<file path="src/rtl/alu_pkg.sv">
// Shared ALU operation codes and EX/MEM control-field layout for the execute stage.
package alu_pkg;

  localparam logic [3:0] ALU_ADD  = 4'd0;
  localparam logic [3:0] ALU_AND  = 4'd1;
  localparam logic [3:0] ALU_NOR  = 4'd2;
  localparam logic [3:0] ALU_OR   = 4'd3;
  localparam logic [3:0] ALU_SLT  = 4'd4;
  localparam logic [3:0] ALU_SLTU = 4'd5;
  localparam logic [3:0] ALU_SLL  = 4'd6;
  localparam logic [3:0] ALU_SRL  = 4'd7;
  localparam logic [3:0] ALU_SUB  = 4'd8;

  // ctrl_mem = {mem_read, mem_write, byte_en, mem_to_reg}
  localparam int CTRL_MEM_W     = 4;
  localparam int MEM_READ_BIT   = 3;
  localparam int MEM_WRITE_BIT  = 2;
  localparam int BYTE_EN_BIT    = 1;
  localparam int MEM_TO_REG_BIT = 0;

endpackage

</file>
<file path="src/rtl/ex_mem_alu_stage_if.sv">
// ID/EX inputs and EX/MEM outputs of the execute stage, bundled as one port.
interface ex_mem_alu_stage_if
  import alu_pkg::*;
#(
  parameter int DATA_W = 32,
  parameter int PC_W   = 32,
  parameter int REG_W  = 5
);
  // Handshake: in_valid marks a real instruction in ID/EX; stall acts as the
  // inverse of ready (the upstream stage must hold its slot while stall=1);
  // out_valid marks a real instruction in EX/MEM and qualifies every output.
  logic                  in_valid;
  logic [3:0]            alu_ctrl;
  logic [DATA_W-1:0]     op_a;
  logic [DATA_W-1:0]     op_b;
  logic [4:0]            shamt;
  logic                  is_beq;
  logic                  is_bne;
  logic [PC_W-1:0]       pc_plus4;
  logic [DATA_W-1:0]     br_imm;
  logic [REG_W-1:0]      dst_reg;
  logic [DATA_W-1:0]     store_data;
  logic [CTRL_MEM_W-1:0] ctrl_mem;
  logic                  reg_write;
  logic                  stall;
  logic                  flush;

  logic                  out_valid;
  logic [DATA_W-1:0]     alu_result;
  logic                  zero;
  logic                  br_taken;
  logic [PC_W-1:0]       br_target;
  logic                  illegal_op;
  logic [REG_W-1:0]      mem_dst_reg;
  logic [DATA_W-1:0]     mem_store_data;
  logic [CTRL_MEM_W-1:0] mem_ctrl;
  logic                  mem_reg_write;

  modport master (
    output in_valid, alu_ctrl, op_a, op_b, shamt, is_beq, is_bne, pc_plus4,
           br_imm, dst_reg, store_data, ctrl_mem, reg_write, stall, flush,
    input  out_valid, alu_result, zero, br_taken, br_target, illegal_op,
           mem_dst_reg, mem_store_data, mem_ctrl, mem_reg_write
  );

  modport slave (
    input  in_valid, alu_ctrl, op_a, op_b, shamt, is_beq, is_bne, pc_plus4,
           br_imm, dst_reg, store_data, ctrl_mem, reg_write, stall, flush,
    output out_valid, alu_result, zero, br_taken, br_target, illegal_op,
           mem_dst_reg, mem_store_data, mem_ctrl, mem_reg_write
  );

endinterface

</file>
<file path="src/rtl/alu_core.sv">
// Purely combinational ALU; codes outside the defined set yield 0 and flag illegal.
module alu_core
  import alu_pkg::*;
#(
  parameter int DATA_W = 32
) (
  input  logic [3:0]        alu_ctrl,
  input  logic [DATA_W-1:0] op_a,
  input  logic [DATA_W-1:0] op_b,
  input  logic [4:0]        shamt,
  output logic [DATA_W-1:0] result,
  output logic              illegal
);

  always_comb begin
    result  = '0;
    illegal = 1'b0;
    case (alu_ctrl)
      ALU_ADD:  result = op_a + op_b;
      ALU_SUB:  result = op_a - op_b;
      ALU_AND:  result = op_a & op_b;
      ALU_OR:   result = op_a | op_b;
      ALU_NOR:  result = ~(op_a | op_b);
      ALU_SLT:  result = DATA_W'($signed(op_a) < $signed(op_b));
      ALU_SLTU: result = DATA_W'(op_a < op_b);
      ALU_SLL:  result = op_b << shamt;
      ALU_SRL:  result = op_b >> shamt;
      default:  illegal = 1'b1;
    endcase
  end

endmodule

</file>
<file path="src/rtl/ex_mem_alu_stage.sv">
// Execute stage: ALU, branch resolution and the EX/MEM pipeline register.
module ex_mem_alu_stage
  import alu_pkg::*;
#(
  parameter int DATA_W = 32,
  parameter int PC_W   = 32,
  parameter int REG_W  = 5
) (
  input logic               clk,
  input logic               rst,
  ex_mem_alu_stage_if.slave bus
);

  logic [DATA_W-1:0] alu_res;
  logic              alu_ill;
  logic              eq;
  logic              taken;
  logic [PC_W-1:0]   target;
  logic              live;

  alu_core #(.DATA_W(DATA_W)) u_alu (
    .alu_ctrl (bus.alu_ctrl),
    .op_a     (bus.op_a),
    .op_b     (bus.op_b),
    .shamt    (bus.shamt),
    .result   (alu_res),
    .illegal  (alu_ill)
  );

  // beq and bne asserted together is malformed decode; neither fires.
  assign eq     = (bus.op_a == bus.op_b);
  assign taken  = bus.in_valid & ((bus.is_beq & ~bus.is_bne & eq) |
                                  (bus.is_bne & ~bus.is_beq & ~eq));
  assign target = bus.pc_plus4 + PC_W'({bus.br_imm[DATA_W-3:0], 2'b00});
  assign live   = bus.in_valid & ~bus.flush;

  logic                  valid_q;
  logic [DATA_W-1:0]     result_q;
  logic                  zero_q;
  logic                  taken_q;
  logic [PC_W-1:0]       target_q;
  logic                  ill_q;
  logic [REG_W-1:0]      dst_q;
  logic [DATA_W-1:0]     sd_q;
  logic [CTRL_MEM_W-1:0] ctrl_q;
  logic                  rw_q;

  // Flush only kills the qualifying/control bits; data fields load anyway.
  always_ff @(posedge clk) begin
    if (rst) begin
      valid_q  <= 1'b0;
      result_q <= '0;
      zero_q   <= 1'b0;
      taken_q  <= 1'b0;
      target_q <= '0;
      ill_q    <= 1'b0;
      dst_q    <= '0;
      sd_q     <= '0;
      ctrl_q   <= '0;
      rw_q     <= 1'b0;
    end else if (!bus.stall) begin
      valid_q  <= live;
      result_q <= alu_res;
      zero_q   <= (alu_res == '0);
      taken_q  <= taken & ~bus.flush;
      target_q <= target;
      ill_q    <= alu_ill & live;
      dst_q    <= bus.dst_reg;
      sd_q     <= bus.store_data;
      ctrl_q   <= live ? bus.ctrl_mem : '0;
      rw_q     <= bus.reg_write & live;
    end
  end

  assign bus.out_valid      = valid_q;
  assign bus.alu_result     = result_q;
  assign bus.zero           = zero_q;
  assign bus.br_taken       = taken_q;
  assign bus.br_target      = target_q;
  assign bus.illegal_op     = ill_q;
  assign bus.mem_dst_reg    = dst_q;
  assign bus.mem_store_data = sd_q;
  assign bus.mem_ctrl       = ctrl_q;
  assign bus.mem_reg_write  = rw_q;

endmodule

</file>
<file path="src/flat_wrapper.sv">
// flat-port wrapper written by rule: the top's interface ports become plain ports
module ex_mem_alu_stage_flat import alu_pkg::*;
#(
  parameter int DATA_W = 32,
  parameter int PC_W   = 32,
  parameter int REG_W  = 5
)
  (clk, rst, bus_in_valid, bus_alu_ctrl, bus_op_a, bus_op_b, bus_shamt, bus_is_beq, bus_is_bne, bus_pc_plus4, bus_br_imm, bus_dst_reg, bus_store_data, bus_ctrl_mem, bus_reg_write, bus_stall, bus_flush, bus_out_valid, bus_alu_result, bus_zero, bus_br_taken, bus_br_target, bus_illegal_op, bus_mem_dst_reg, bus_mem_store_data, bus_mem_ctrl, bus_mem_reg_write);
  ex_mem_alu_stage_if #(.DATA_W(DATA_W), .PC_W(PC_W), .REG_W(REG_W)) bus_i ();
  input logic clk;
  input logic rst;
  input wire logic [$bits(bus_i.in_valid)-1:0] bus_in_valid;
  input wire logic [$bits(bus_i.alu_ctrl)-1:0] bus_alu_ctrl;
  input wire logic [$bits(bus_i.op_a)-1:0] bus_op_a;
  input wire logic [$bits(bus_i.op_b)-1:0] bus_op_b;
  input wire logic [$bits(bus_i.shamt)-1:0] bus_shamt;
  input wire logic [$bits(bus_i.is_beq)-1:0] bus_is_beq;
  input wire logic [$bits(bus_i.is_bne)-1:0] bus_is_bne;
  input wire logic [$bits(bus_i.pc_plus4)-1:0] bus_pc_plus4;
  input wire logic [$bits(bus_i.br_imm)-1:0] bus_br_imm;
  input wire logic [$bits(bus_i.dst_reg)-1:0] bus_dst_reg;
  input wire logic [$bits(bus_i.store_data)-1:0] bus_store_data;
  input wire logic [$bits(bus_i.ctrl_mem)-1:0] bus_ctrl_mem;
  input wire logic [$bits(bus_i.reg_write)-1:0] bus_reg_write;
  input wire logic [$bits(bus_i.stall)-1:0] bus_stall;
  input wire logic [$bits(bus_i.flush)-1:0] bus_flush;
  output wire logic [$bits(bus_i.out_valid)-1:0] bus_out_valid;
  output wire logic [$bits(bus_i.alu_result)-1:0] bus_alu_result;
  output wire logic [$bits(bus_i.zero)-1:0] bus_zero;
  output wire logic [$bits(bus_i.br_taken)-1:0] bus_br_taken;
  output wire logic [$bits(bus_i.br_target)-1:0] bus_br_target;
  output wire logic [$bits(bus_i.illegal_op)-1:0] bus_illegal_op;
  output wire logic [$bits(bus_i.mem_dst_reg)-1:0] bus_mem_dst_reg;
  output wire logic [$bits(bus_i.mem_store_data)-1:0] bus_mem_store_data;
  output wire logic [$bits(bus_i.mem_ctrl)-1:0] bus_mem_ctrl;
  output wire logic [$bits(bus_i.mem_reg_write)-1:0] bus_mem_reg_write;
  assign bus_i.in_valid = bus_in_valid;
  assign bus_i.alu_ctrl = bus_alu_ctrl;
  assign bus_i.op_a = bus_op_a;
  assign bus_i.op_b = bus_op_b;
  assign bus_i.shamt = bus_shamt;
  assign bus_i.is_beq = bus_is_beq;
  assign bus_i.is_bne = bus_is_bne;
  assign bus_i.pc_plus4 = bus_pc_plus4;
  assign bus_i.br_imm = bus_br_imm;
  assign bus_i.dst_reg = bus_dst_reg;
  assign bus_i.store_data = bus_store_data;
  assign bus_i.ctrl_mem = bus_ctrl_mem;
  assign bus_i.reg_write = bus_reg_write;
  assign bus_i.stall = bus_stall;
  assign bus_i.flush = bus_flush;
  assign bus_out_valid = bus_i.out_valid;
  assign bus_alu_result = bus_i.alu_result;
  assign bus_zero = bus_i.zero;
  assign bus_br_taken = bus_i.br_taken;
  assign bus_br_target = bus_i.br_target;
  assign bus_illegal_op = bus_i.illegal_op;
  assign bus_mem_dst_reg = bus_i.mem_dst_reg;
  assign bus_mem_store_data = bus_i.mem_store_data;
  assign bus_mem_ctrl = bus_i.mem_ctrl;
  assign bus_mem_reg_write = bus_i.mem_reg_write;
  ex_mem_alu_stage #(.DATA_W(DATA_W), .PC_W(PC_W), .REG_W(REG_W)) u_core (.clk(clk), .rst(rst), .bus(bus_i));
endmodule
</file>
<file path="config.mk">
export PLATFORM = sky130hd
export DESIGN_NAME = ex_mem_alu_stage_flat
export DESIGN_NICKNAME = d
export VERILOG_FILES = /design/src/rtl/alu_pkg.sv /design/src/rtl/ex_mem_alu_stage_if.sv /design/src/rtl/alu_core.sv /design/src/rtl/ex_mem_alu_stage.sv /design/src/flat_wrapper.sv
export SDC_FILE = /design/constraint.sdc
export NUM_CORES = 1
export LEC_CHECK = 0
export BUFFER_PORTS_ARGS = -buffer_cell sky130_fd_sc_hd__buf_2
export CAP_MARGIN = 20
export CORE_UTILIZATION = 30
export CTS_CLUSTER_DIAMETER = 40
export DETAILED_ROUTE_END_ITERATION = 6
export HOLD_SLACK_MARGIN = 0.06
export SKIP_LAST_GASP = 1
export SLEW_MARGIN = 20
export SYNTH_ARGS = -nofsm -noshare
export SYNTH_HDL_FRONTEND = slang
export SYNTH_HIERARCHICAL = 1
export SYNTH_SLANG_ARGS = --single-unit
export TNS_END_PERCENT = 20
</file>
<file path="constraint.sdc">
create_clock -name clk -period 3.7 [get_ports clk]
set_input_delay 0.185 -clock clk [delete_from_list [all_inputs] [get_ports clk]]
set_output_delay 0.185 -clock clk [all_outputs]
set_load 0.05 [all_outputs]
</file>
* Word level (Yosys, flattened, before mapping) *
Cells that the tools add are included.

operators by class
  add/subtract/negate cells = 3
  order comparisons = 2
  eq/ne operators = 9
  shift-type cells = 2
  multiplexer cells = 3
  bitwise operators = 17
  reduce and logical (&&, ||, !) cells = 3

operators with widths
  kind                  number
  $pmux W32 S9          1
  $add A32 B32 Y32      2
  $lt A32 B32 Y1        2
  $and A32 B32 Y32      1
  $eq A32 B32 Y1        1
  $logic_not A32 Y1     1
  $not A32 Y32          1
  $or A32 B32 Y32       1
  $shl A32 B5 Y32       1
  $shr A32 B5 Y32       1
  $sub A32 B32 Y32      1
  $eq A4 B3 Y1 const B  4
  $and A1 B1 Y1         9
  $reduce_or A9 Y1      1
  $eq A4 B2 Y1 const B  2
  $eq A4 B1 Y1 const B  1
  $eq A4 B4 Y1 const B  1
  $logic_not A4 Y1      1
  $mux W4               1
  $not A1 Y1            4
  $mux W1               1
  $or A1 B1 Y1          1

storage, ports and cells
  bits in registers = 110
  bits of input ports = 186
  output and inout bits = 110
  logic and storage cells = 49

* Longest topological paths before layout *
  depth in word-level cells = 6
  gate-level depth with buffers = 18
  mapped depth without buffers = 16

* Cells and area by module *
Netlist, hierarchy kept.

by module, submodules not included
  module            instances  cells an instance  area an instance (µm²)
  alu_core          1          1295               9208.8
  ex_mem_alu_stage  1          662                5760.5

* Least setup slack after synthesis *
OpenSTA, ideal clock, no wires.

  path type = input port to flip-flop
  start point = input bus_op_b[3]
  end point = register u_core.zero_q, in the netlist u_core/bus.zero
  setup time = 0.066 ns
  arrival = 3.376 ns
  required time = 3.634 ns
  slack = 0.258 ns
  stages on the path = 17
  cell sequence = clkbuf_1 inv_1 ha_1 buf_6 a21o_1 a31o_2 a2111o_1 a31oi_4 o31ai_1 a41o_1 a2111oi_2 nor2_1 nor4_1 nand2_1 nor4_1 a22oi_1 nor2_1

on the way
  elaborated cells between the ends (all ways) = 11
  those cells by class = 2 x add/sub; 2 x order compare; 2 x shift; 1 x mux; 3 x bitwise; 1 x reduce/logical

RTL lines
  element                                         RTL line                text
  start, declared                                 flat_wrapper.sv:15      input wire logic [$bits(bus_i.op_b)-1:0] bus_op_b;
  $sub A32 B32 Y32, or another cell as far along  alu_core.sv:20          ALU_SUB: result = op_a - op_b;
  $pmux W32 S9 *                                  alu_core.sv:18          case (alu_ctrl)
  net u_core.alu_res[30]                          ex_mem_alu_stage.sv:14  logic [DATA_W-1:0] alu_res;
  $logic_not A32 Y1 *                             ex_mem_alu_stage.sv:64  zero_q <= (alu_res == '0);
  end signal, assigned                            ex_mem_alu_stage.sv:64
  end, declared                                   ex_mem_alu_stage.sv:39  logic zero_q;

Mark *: on every way through the listed nets, which the timed path passes. The rest lies on a longest branch.
A chain may end at the register's enable or synchronous reset.

* Worst setup path after layout *
  start point = input bus_op_a[0]
  end point = register u_core.zero_q, in the netlist u_core/bus.zero

on the way
  elaborated cells between the ends (all ways) = 9
  those cells by class = 2 x add/sub; 2 x order compare; 1 x mux; 3 x bitwise; 1 x reduce/logical

RTL lines
  element                                                      RTL line                        text
  start, declared                                              flat_wrapper.sv:14              input wire logic [$bits(bus_i.op_a)-1:0] bus_op_a;
  $sub A32 B32 Y32 / $add A32 B32 Y32 (equally long branches)  alu_core.sv:20, alu_core.sv:19
  $pmux W32 S9 *                                               alu_core.sv:18
  net u_core.alu_res[16]                                       ex_mem_alu_stage.sv:14
  $logic_not A32 Y1 *                                          ex_mem_alu_stage.sv:64

Marked as above.

==> results.md <==
* Status: complete, but fails checks
* Failing checks: DRC
* Switching power at approximately 2500 uW
* Pre-Repair DR Iteration Count at 7
* Post-synthesis async set-or-reset flop share at 0
* Post-route DRC at 3
* Die Y at 225 um
* Row count at between 80 and 90
* Sequential cell area at between 0.002 and 0.0025 mm^2
* Leakage at about 0.0094 uW
* Routed wire length at a little over 70000 um
* Tightest Pin Transition at 0.970 ns
* Synth area leader: dfxtp_1
* Synth top cells by count: nor2_1 (248), nand2_1 (144), a21oi_1 (142), mux2i_1 (142), ha_1 (125)
* Combinational share of power at 0.567
* Sw frac at 0.455
* Worst IR Drop VDD at 0.000295 V
* Ys Warns at 6
* CP Depth at 16
* Total gr overflow at 0
* R2R setup slack at approximately 2.9 ns
* Power density over cell area at between 200 and 300 mW/mm^2
* First-pass GRT wire length at between 100000 and 150000 um
* Post-Syn Area at between 0.01 and 0.015 mm^2
* Fin Setup TNS at 0 ns
* Critical path required time at approximately 4 ns
* Initial antenna violation count at 3
* Crit path capture type: register
* Register bit total from synthesis at 110
* Clk sinks at 110
* Full die area at approximately 0.05 mm^2
* Synth-to-Final Area Change at 31.5%
* Root Buffer: clkbuf_16
* Max Slew Vio Count at 0
* Antenna Nets Post-Route at 0
* Nets at 2764
* Via count at 17500
* CP max-delay cell: or4_1
* Met3 GRT Util at 0.0381
* Top Ports at 296
* Net Count, Synth at about 2300
* Relative slew slack at 0.349
* Period utilization at 0.938
* Reg2Reg Launch Point: u_core/bus.br_target[12]
* Vias in the first global route at 16800
* Max_cap viols at 0
* Clock skew at 0 ns
* Mapped Avg Cell Area at around 7.6 um^2
* Clock latency on the worst-skew pair at 0.36 ns
* Initial Utilization at 0.305
* Capturing point of the worst reg2reg path: u_core/bus.br_target[12]
* Register share of total power at 0.244
* Grt met2 use at 0.455
* Via density at ~5.6
* Post-synth top area share at 0.147
* H-tree levels at 3
* Critical path cell sequence: buf_2 > buf_4 > ha_1 > fa_1 > a31o_2 > a2111o_1 > a31oi_4 > o21bai_1 > a21o_1 > a221oi_1 > o21ai_1 > or4_1 > nor4_2 > buf_4 > a22oi_1 > nor2_1
* Pre-CTS setup slack at -0.313 ns
* PortBufs at between 200 and 300
* Crit path kind: input pin to register
* Critical Path AT at approximately 3.8 ns
* Fmax at roughly 290 MHz
* Cell internal pwr at around 2900 uW
* Largest net degree at the start of global routing at between 80 and 90
* Clk pwr share at 0.190
* Min-delay src: bus_store_data[30]
* Avg WL per Cell at around 23 um
* CP startpoint kind: input pin
* Max clock buf depth at 2
* Reg2reg path depth at 3
* CP Max Fanout at 3
* Worst min path class: input pin to register
* Detailed Place HPWL at 58800 um
* Yosys cell types at 97
* Placer Congestion at around 1.1
* Post-synth EDFFs at 0
* DRT iter0 DRCs at approximately 1800
* CP delay by family, top: compound AO/OA/AOI/OAI gates
* Hold Crit Depth at 3
* Dpl cells at approximately 3000
* Post-Syn Instances at between 1500 and 2000
* Top FF cell, synth: dfxtp_1
* Diodes inserted at 0
* Area contributors post-synth: dfxtp_1 (15%), ha_1 (10%), mux2i_1 (9.5%)
* Fin. Hold Viols at 0
* Die width at 225 um
* Finish-stage setup viols at 0
* Shortest period the worst path allows at approximately 3.5 ns
* Layout cells sized above 1 at 0.281
* Slowest cell delay on critical path at between 0.5 and 0.6 ns
* Grt met1 use at 0.349
* Crit-path most repeated cell: buf_4
* Non-Filler Instances at approximately 3100
* Sequential fraction of the synthesis area at 0.147
* TritonCTS Buffers at 9
* Hold endpoint: u_core/bus.mem_store_data[30]
* Core Area at roughly 0.049 mm^2
* GR Util All Layers at 0.274
* CTS tree: built
* Count leader, synth: nor2_1
* Hold_ws at roughly 0.1 ns
* Clk slew on worst S/H paths at ~0.08 ns
* Setup ws final at about 0.23 ns
* Fill count at 5107
* Crit path buffers/inverters at 3
* Grt peak-use layer: met2
* Area occupied by multi-input gates at roughly 0.012 mm^2
==> tightest hold or removal path, delay by kind of cell <==
kind | cells | cell delay, ns
buffers and inverters | 1 | 0.07
muxes | 1 | 0.05
and+or+nand+nor | 1 | 0.10
==> final cells by class <==
class,instances,share of cell area
inverter,109,0.0208
multi-input combinational,1602,0.600
timing repair buffer,618,0.209
sequential,110,0.112
clock inverter,7,0.00515
clock buffer,9,0.0114
tap,664,0.0422
==> logic make-up (layout without fill, tap and decap cells) <==
kind of cell    Yosys count  after routing  synth area share
buf+inv                 245            743            0.0701
mux                     198            198             0.170
fa+ha+maj               128            128             0.108
compound gates          581            581             0.266
flops                   110            110             0.147
xor+xnor                 86             86            0.0503
simple gates            609            609             0.188
==> power groups by stage <==
| stage | registers [uW] | clock network (uW) | logic (uW) |
|---|---|---|---|
| global placement | 1340 | 0 | 2930 |
| floorplan | 1650 | 0 | 1430 |
| finish | 1320 | 1020 | 3060 |
| global route | 1330 | 1100 | 3240 |
| CTS | 1320 | 1070 | 2990 |
| detailed placement | 1340 | 0 | 2940 |
==> placed cells by master, fill, tap and decap left out, types with 17 or more instances in the layout <==
master and instances:
a211oi_1 28, a21o_1 32, a21oi_1 142, a22oi_1 35
and3_1 17, buf_2 290, buf_4 281, dfxtp_1 110
dlygate4sd3_1 38, ha_1 125, inv_1 107, mux2i_1 142
mux4_2 44, nand2_1 144, nand2b_1 19, nand3_1 31
nor2_1 248, nor3_1 29, nor4_1 21, o211ai_1 35
o21ai_0 76, o21ai_1 17, o21bai_1 18, o22ai_1 29
or3_1 17, xor2_1 72
==> what timing repair did <==
action	4_1_cts	5_1_grt
hold buffers	38	0
setup buffers	0	2
endpoints found under the hold margin	38	0
resized for setup	0	13
setup endpoints to repair	0	1
==> metal layers <==
metal  vias up  wire length (um)  share of wire
met3       165              5020          0.070
met1      8357             29700           0.41
met4         2              3780          0.052
met2       808             33600           0.47
li1       8217                 -              -
met5         -                13        0.00018
==> worst max-delay path by stage <==
stage | from | slack (ns) | end
floorplan | bus_op_b[3] | 0.26 | u_core/bus.zero
global placement | bus_op_a[0] | -0.32 | u_core/bus.zero
detailed placement | bus_op_a[0] | -0.31 | u_core/bus.zero
CTS | bus_op_a[0] | 0.08 | u_core/bus.zero
global route | bus_op_a[4] | -0.01 | u_core/bus.zero
finish | bus_op_a[0] | 0.23 | u_core/bus.zero
==> through the flow <==
stage	instance area [um^2]	utilization	total power (uW)
after floorplan	15000	-	3080
after global placement	18900	0.385	4270
after detailed placement	18900	0.385	4290
after CTS	19600	0.400	5370
after global routing	19700	0.401	5670
final	19700	0.401	5400
(Power assumes the default switching activity.)
